### config.mk
export PLATFORM = sky130hd
export DESIGN_NAME = mult_unit_flat
export DESIGN_NICKNAME = d
export VERILOG_FILES = /design/src/rtl/mult_unit_if.sv /design/src/rtl/mult_unit.sv /design/src/flat_wrapper.sv
export SDC_FILE = /design/constraint.sdc
export NUM_CORES = 1
export LEC_CHECK = 0
export CORE_AREA = 2 2 196 121
export CTS_CLUSTER_DIAMETER = 30
export DETAILED_ROUTE_END_ITERATION = 8
export DIE_AREA = 0 0 198 123
export DONT_BUFFER_PORTS = 1
export MAX_ROUTING_LAYER = met4
export PLACE_DENSITY = 0.72
export SLEW_MARGIN = 40
export SYNTH_ARGS = -nofsm -noshare
export SYNTH_HDL_FRONTEND = slang
export SYNTH_SLANG_ARGS = --single-unit
### constraint.sdc
create_clock -name clk -period 4.7 [get_ports clk]
set_input_delay 0.47 -clock clk [delete_from_list [all_inputs] [get_ports clk]]
set_output_delay 0.47 -clock clk [all_outputs]
set_load 0.1 [all_outputs]
### src/rtl/mult_unit_if.sv
// Execute-stage bundle between the pipeline and the HI/LO multiplier.
// The pipeline side is the master; mult_unit is the slave.
interface mult_unit_if #(parameter int XLEN = 32);
  logic            start;
  logic            is_signed;
  logic [XLEN-1:0] srca;
  logic [XLEN-1:0] srcb;
  logic            hi_we;
  logic            lo_we;
  logic [XLEN-1:0] wdata;
  logic [XLEN-1:0] hi;
  logic [XLEN-1:0] lo;
  logic            mult_active;
  logic            done;

  modport master (
    output start, is_signed, srca, srcb, hi_we, lo_we, wdata,
    input  hi, lo, mult_active, done
  );

  modport slave (
    input  start, is_signed, srca, srcb, hi_we, lo_we, wdata,
    output hi, lo, mult_active, done
  );
endinterface

### src/rtl/mult_unit.sv
// Iterative radix-2 shift-add multiplier owning HI/LO (MULT/MULTU/MTHI/MTLO).
// Signed operands are multiplied as magnitudes and the product negated at the end.
module mult_unit #(
  parameter int XLEN = 32
) (
  input  logic        clk,
  input  logic        reset,
  mult_unit_if.slave  bus
);
  localparam int CW = $clog2(XLEN);

  typedef enum logic [1:0] {IDLE, BUSY, FIX} state_t;

  state_t              state_q, state_d;
  logic [CW-1:0]       count_q, count_d;
  logic [2*XLEN:0]     acc_q, acc_d;
  logic [XLEN-1:0]     mcand_q, mcand_d;
  logic                neg_q, neg_d;
  logic [XLEN-1:0]     hi_q, hi_d;
  logic [XLEN-1:0]     lo_q, lo_d;
  logic                done_q, done_d;
  logic [XLEN:0]       addend;
  logic [XLEN:0]       sum;
  logic [2*XLEN-1:0]   prod;

  // Magnitude of -2^(XLEN-1) wraps to 0x8000_0000, which is correct as unsigned.
  function automatic logic [XLEN-1:0] magnitude(input logic signed [XLEN-1:0] v,
                                                input logic take_sign);
    if (take_sign && v[XLEN-1]) return -v;
    return v;
  endfunction

  function automatic logic [2*XLEN-1:0] apply_sign(input logic [2*XLEN-1:0] p,
                                                   input logic negate);
    if (negate) return -p;
    return p;
  endfunction

  always_ff @(posedge clk) begin
    if (reset) begin
      state_q <= IDLE;
      count_q <= '0;
      acc_q   <= '0;
      mcand_q <= '0;
      neg_q   <= 1'b0;
      hi_q    <= '0;
      lo_q    <= '0;
      done_q  <= 1'b0;
    end else begin
      state_q <= state_d;
      count_q <= count_d;
      acc_q   <= acc_d;
      mcand_q <= mcand_d;
      neg_q   <= neg_d;
      hi_q    <= hi_d;
      lo_q    <= lo_d;
      done_q  <= done_d;
    end
  end

  always_comb begin
    state_d = state_q;
    unique case (state_q)
      IDLE:    if (bus.start) state_d = BUSY;
      BUSY:    if (count_q == CW'(XLEN - 1)) state_d = FIX;
      FIX:     state_d = IDLE;
      default: state_d = IDLE;
    endcase
  end

  always_comb begin
    addend  = acc_q[0] ? {1'b0, mcand_q} : '0;
    sum     = acc_q[2*XLEN:XLEN] + addend;
    prod    = apply_sign(acc_q[2*XLEN-1:0], neg_q);
    count_d = count_q;
    acc_d   = acc_q;
    mcand_d = mcand_q;
    neg_d   = neg_q;
    hi_d    = hi_q;
    lo_d    = lo_q;
    done_d  = (state_q == FIX);
    unique case (state_q)
      IDLE: begin
        // MT writes land even when a multiply starts; FIX overwrites them later.
        if (bus.hi_we) hi_d = bus.wdata;
        if (bus.lo_we) lo_d = bus.wdata;
        if (bus.start) begin
          neg_d   = bus.is_signed & (bus.srca[XLEN-1] ^ bus.srcb[XLEN-1]);
          mcand_d = magnitude(bus.srca, bus.is_signed);
          acc_d   = {{(XLEN+1){1'b0}}, magnitude(bus.srcb, bus.is_signed)};
          count_d = '0;
        end
      end
      BUSY: begin
        acc_d   = {1'b0, sum, acc_q[XLEN-1:1]};
        count_d = count_q + 1'b1;
      end
      FIX: begin
        hi_d = prod[2*XLEN-1:XLEN];
        lo_d = prod[XLEN-1:0];
      end
      default: ;
    endcase
  end

  always_comb begin
    bus.mult_active = (state_q != IDLE);
    bus.done        = done_q;
    bus.hi          = hi_q;
    bus.lo          = lo_q;
  end
endmodule
### src/flat_wrapper.sv
// flat-port wrapper written by rule: the top's interface ports become plain ports
module mult_unit_flat 
#(
  parameter int XLEN = 32
)
  (clk, reset, bus_start, bus_is_signed, bus_srca, bus_srcb, bus_hi_we, bus_lo_we, bus_wdata, bus_hi, bus_lo, bus_mult_active, bus_done);
  mult_unit_if #(.XLEN(XLEN)) bus_i ();
  input  logic clk;
  input  logic reset;
  input wire logic [$bits(bus_i.start)-1:0] bus_start;
  input wire logic [$bits(bus_i.is_signed)-1:0] bus_is_signed;
  input wire logic [$bits(bus_i.srca)-1:0] bus_srca;
  input wire logic [$bits(bus_i.srcb)-1:0] bus_srcb;
  input wire logic [$bits(bus_i.hi_we)-1:0] bus_hi_we;
  input wire logic [$bits(bus_i.lo_we)-1:0] bus_lo_we;
  input wire logic [$bits(bus_i.wdata)-1:0] bus_wdata;
  output wire logic [$bits(bus_i.hi)-1:0] bus_hi;
  output wire logic [$bits(bus_i.lo)-1:0] bus_lo;
  output wire logic [$bits(bus_i.mult_active)-1:0] bus_mult_active;
  output wire logic [$bits(bus_i.done)-1:0] bus_done;
  assign bus_i.start = bus_start;
  assign bus_i.is_signed = bus_is_signed;
  assign bus_i.srca = bus_srca;
  assign bus_i.srcb = bus_srcb;
  assign bus_i.hi_we = bus_hi_we;
  assign bus_i.lo_we = bus_lo_we;
  assign bus_i.wdata = bus_wdata;
  assign bus_hi = bus_i.hi;
  assign bus_lo = bus_i.lo;
  assign bus_mult_active = bus_i.mult_active;
  assign bus_done = bus_i.done;
  mult_unit #(.XLEN(XLEN)) u_core (.clk(clk), .reset(reset), .bus(bus_i));
endmodule
Yosys cells after proc, flatten, opt, wreduce, memory -nomap -nowiden:

Index checks and enable logic that the tools add are counted.

* flip-flop bits (word level): 170
* bits in latches: 0
* RAM bits: 0
* bits in read-only memories: 0
* output and inout port bits: 66
* word-level logic and storage cells: 58
* memories kept: 0

* add/subtract/negate cells: 5
* $mul: 0
* divide/modulo/power cells: 0
* $lt $le $gt $ge: 0
* equality and inequality tests: 7
* shifts and indexed selects: 0
* muxes and demuxes: 25
* bitwise gates (word level): 2
* reductions and logical operators: 11

Operator list (count)
* two-way mux 32 bit: 7
* one-hot mux 65 bit (2 select lines): 1
* two-way mux 64 bit: 2
* one-hot mux 32 bit (2 select lines): 2
* two-way mux 65 bit: 1
* negation 32 bit: 2
* negation 64 bit: 1
* adder 33 bit: 1
* one-hot mux 5 bit (2 select lines): 1
* AND reduction 2 bit: 5
* two-way mux 1 bit: 7
* != test 2 bit, second input constant: 3
* nonzero test 2 bit: 3
* adder 5 x 1 -> 5 bit, second input constant: 1
* == test 5 bit, second input constant: 1
* two-way mux 5 bit: 1
* two-way mux 2 bit: 2
* one-hot mux 2 bit (2 select lines): 1
* == test 2 x 1 -> 1 bit, second input constant: 1
* == test 2 bit, second input constant: 1
* logical AND 1 bit: 2
* logical NOT 2 bit: 1
* != test 2 x 1 -> 1 bit, second input constant: 1
* bitwise AND 1 bit: 1
* XOR 1 bit: 1

Longest topological paths before layout:

* depth after elaboration: 7
* mapped depth: 14
* mapped depth without buffers: 12

Least setup slack after synthesis:

OpenSTA, ideal clock, no wires.

* kind: register to register
* start point: register u_core.acc_q[0]
* end point: register u_core.acc_q[63]
* setup time: 0.060 ns
* arrival time: 3.130 ns
* setup slack: 1.511 ns
* stages on the path, launching flop included: 15
* buffers on the path: 2
* cell sequence: dfxtp_1 clkbuf_1 clkbuf_1 and2_1 ha_1 inv_1 fa_1 nand2b_1 a21oi_1 o211ai_1 a2111oi_0 nor3_1 a221o_1 o21ai_0 a22o_1

* longest elaborated chain between the ends: 3

Ends and longest elaborated chain
* start, declared: RTL line mult_unit.sv:16 `logic [2*XLEN:0] acc_q, acc_d;`
* start signal, assigned: RTL line mult_unit.sv:43 `acc_q <= '0;`
* start signal, assigned: RTL line mult_unit.sv:52 `acc_q <= acc_d;`
* two-way mux 32 bit: RTL line mult_unit.sv:72 `addend = acc_q[0] ? {1'b0, mcand_q} : '0;`
* adder 33 bit: RTL line mult_unit.sv:73 `sum = acc_q[2*XLEN:XLEN] + addend;`
* one-hot mux 65 bit (2 select lines): RTL line mult_unit.sv:82 `unique case (state_q)`

Every way passes these cells.
A chain may end at the register's enable or synchronous reset.

Worst setup path in the final report:

Ends and elaborated chain as after synthesis.

==> results by stage <==
Run status:
- The flow ran to the end, and the final reports show no timing, DRC or antenna violations.

Die:
- The floorplan step defined a die boundary enclosing 24400 um2.
- The number of standard-cell rows in the floorplan is 43.
- The starting utilization of the core area is 49.0%.
- The core region is approximately 23000 um2.
- Pin placement for this block handled 168 I/O pins.
- The die is 123 um tall.
- The die is approximately 200 um wide.

STA:
- The sum of negative setup slack is 0 ps.
- The total count of max-transition violations in the final report was 0.
- The worst pin sits at a relative slew slack of 44.7%.
- For the pin with the worst max-slew slack, the measured transition is 827 ps.
- The highest attainable clock frequency is 289 MHz.
- The final worst-path cycle share is roughly three quarters.
- The count of endpoints failing setup in the final report is 0.
- The worst path needs 3460 ps of the cycle, external delays included.
- Setup repair after global routing left no endpoint under its margin.
- The final count of hold timing violations came to 0.
- The worst clock skew on the final layout is between 10 and 15 ps.

Synth:
- In this run, distinct cell masters in the synthesized netlist total 67.
- The synthesized design contains 0 enable-type register cells.
- Synthesis produced a netlist with a net count of 1595.
- Sequential elements use 30.5% of the synthesized area.
- Of the post-synthesis cell area, the dominant cell type holds 30.5%.
- The number of register bits inferred by synthesis is 169.
- The synthesized cell area is 11100 um2.
- The most used flip-flop cell after synthesis is sky130_fd_sc_hd__dfxtp_1.
- The library cell with the highest instance count after synthesis is sky130_fd_sc_hd__dfxtp_1.
- In the synthesized netlist, the cells that appear most often are sky130_fd_sc_hd__dfxtp_1 (169), sky130_fd_sc_hd__nor2_1 (160), sky130_fd_sc_hd__nand2_1 (143).
- The instance count of the mapped netlist is 1455.
- After synthesis, the mean cell area works out to 7.63 um2.
- The warning count from the yosys run is 0.
- Sorting the synthesized cells by area gives the leading types as sky130_fd_sc_hd__dfxtp_1 (30%), sky130_fd_sc_hd__xor2_1 (6.9%), sky130_fd_sc_hd__a21oi_1 (5.8%).
- The cell taking the most area after synthesis is sky130_fd_sc_hd__dfxtp_1.
- The share of synthesized flip-flops with an asynchronous set or reset is 0%.

Worst setup path:
- The critical path's largest stage delay is 480 ps.
- The category of the worst setup path launch point is a register.
- The type of the worst setup path is register to register.
- The critical path contains buffers and inverters numbering 2 combined.
- The critical path goes through buf_4 -> and2_1 -> ha_1 -> inv_1 -> fa_1 -> nand2b_1 -> a21oi_1 -> o211ai_1 -> a2111oi_0 -> nor3_1 -> a221o_1 -> o21ai_0 -> a22o_1.
- The worst path required time is 5090 ps.
- The endpoint type of the worst setup path is a register.
- Among all stages on the critical path, the largest delay is contributed by sky130_fd_sc_hd__a2111oi_0.
- The critical path arrival is 3850 ps.
- The category of cells accounting for the largest share of critical-path delay is compound AO/OA/AOI/OAI gates.
- The highest fanout seen on the critical path is 31.

Job:
- Max-cap violations in this run came to 0.

GRT:
- For this run, the total global-route usage over all layers was measured as 30.9%.
- The pin count of the biggest net entering global routing is around 150.
- The number of global-route vias before repair is 9297.
- The number of antenna violations at the first check in global routing is 0.
- Global routing finished with a remaining overflow of 0.
- The first global-routing pass estimated 55600 um of wire.

Cells and area:
- For this run, the post-layout net count is ~1500.
- The area of all placed cells without fillers is 11800 um2.
- The number of antenna diodes in the final layout is 0.
- The finished layout holds about 1700 standard cells, fillers aside.
- The area growth from synthesis to layout is 6.62%.
- The share of final-layout standard cells stronger than drive strength 1 is 9.93%.

Drt:
- In the routed design, unresolved DRC markers number 0.
- Using the TritonRoute via totals, the vias-per-cell ratio works out to ~6.3.
- For this block, the initial DRC count from the detailed router was between 1000 and 1500.
- In the final routed layout, each cell accounts on average for ~22 um.
- The total vias in the final route is 10700.
- The first TritonRoute pass finished after 5 iterations.
- For this block, the routed nets add up to around 37000 um of wire.
- The number of nets with antenna violations after detailed routing is 0.

Placement:
- The last weighted congestion value of the routability-driven placer is 0.973.
- The number of cells in the design after placement is between 1500 and 2000.
- Once placement finished, the instance area stood at approximately 11000 um2.
- The sum of net half-perimeters after detailed placement is 28100 um.
- During placement, the flow inserted port buffers numbering 0.

Power:
- The analysis attributes to cell leakage a power of 4.48 nW.
- The areal power density over the cells is 323 nW/um2.
- Across the VDD grid, the largest voltage drop is 208 uV.

Clocking:
- Counting the buffers created by CTS gives 17.
- The count of buffers added by post-CTS timing repair for setup is 0.
- The longest clock path from root to sink contains 2 buffers.
- The level count of the clock H-tree is 4.
- In this run, post-CTS hold repair placed 0 buffers.
- The clock transition at the register clock pins on the worst setup and hold paths after CTS is 70 ps.
- In this run the clock root is driven by a sky130_fd_sc_hd__clkbuf_16.
- For this design, the sink count on the clock tree is 169.
- Clock latency on the worst-skew pair, taken at its later pin, is ~440 ps.
- The number of gates resized after CTS was 0.
- TritonCTS built the clock tree.

Hold path:
- The worst hold path belongs to the class input pin to register.
-- layer usage --
layer	share of wire [%]	vias to the layer above	track usage, %
li1	-	5140	-
met1	49	4968	46.3
met2	37	538	38.2
met3	14	20	11.5
met4	0.90	0	5.78
met5	0	-	-
-- power by group --
group	internal [mW]	switching [mW]
combinational	0.217	0.365
clock	0.734	0.608
sequential	1.53	0.378
total	2.48	1.35
-- stage by stage --
stage	total power [mW]	util, %	hold WS, ps	worst slack [ps]
floorplan	2.34	-	427	1510
global placement	2.48	49.4	452	1450
detailed placement	2.50	49.8	455	1370
CTS	3.82	52.2	94.7	1360
global route	3.97	52.3	94.0	1010
finish	3.83	52.3	111	1240
-- flip-flops by register name (all words and copies together), names as in the netlist --
| name | flops |
|---|---|
| u_core.state_q | 2 |
| u_core.bus.lo | 32 |
| u_core.neg_q | 1 |
| u_core.bus.done | 1 |
| u_core.acc_q | 64 |
| u_core.mcand_q | 32 |
| u_core.count_q | 5 |
| u_core.bus.hi | 32 |
-- cell type report --
type / instances / area, um2
clock buffer: 23 / 488
clock inverter: 9 / 65.1
fill: 2149 / 10800
inverter: 25 / 93.8
multi-input combinational: 1154 / 7260
sequential: 169 / 3470
tap: 315 / 394
timing repair buffer: 10 / 75.1
-- cells in the final DEF (no fill, tap or decap), drive strengths merged, types with 18 or more instances in the layout --
master  count
nor2      161
a22oi      32
a31oi      18
a21o       21
a21oi     128
xor2       88
dfxtp     169
nand2     143
o21ai      77
nor3       23
xnor2      49
a211oi     66
nor4       23
clkbuf     23
inv        26
nand3      40
and2       38
ha         37
or3        18
o31ai      28
-- worst paths after layout --
path / from / endpoint / slack, ps / cells after the start
hold / removal: reset / u_core.acc_q[12]$_SDFFE_PP0P_ / 110 / 1
setup reg to reg: u_core.acc_q[0]$_SDFFE_PP0P_ / u_core.acc_q[63]$_SDFFE_PP0P_ / 1240 / 13
hold reg to reg: u_core.mcand_q[31]$_SDFFE_PP0P_ / u_core.mcand_q[31]$_SDFFE_PP0P_ / 470 / 2
setup / recovery: u_core.acc_q[0]$_SDFFE_PP0P_ / u_core.acc_q[63]$_SDFFE_PP0P_ / 1240 / 13
-- logic make-up (layout without fill, tap and decap cells) --
group                    Yosys count  in the layout  synth area share [%]
XOR/XNOR                         137            137                  10.8
AO/OA/AOI/OAI                    452            452                  26.5
buffers and inverters            132             67                  4.54
multiplexers                       4              4                 0.360
AND/OR/NAND/NOR                  523            523                  23.0
flip-flops                       169            169                  30.5
adder cells (fa/ha/maj)           38             38                  4.35
Note: power is estimated with default switching activity, not from simulation.
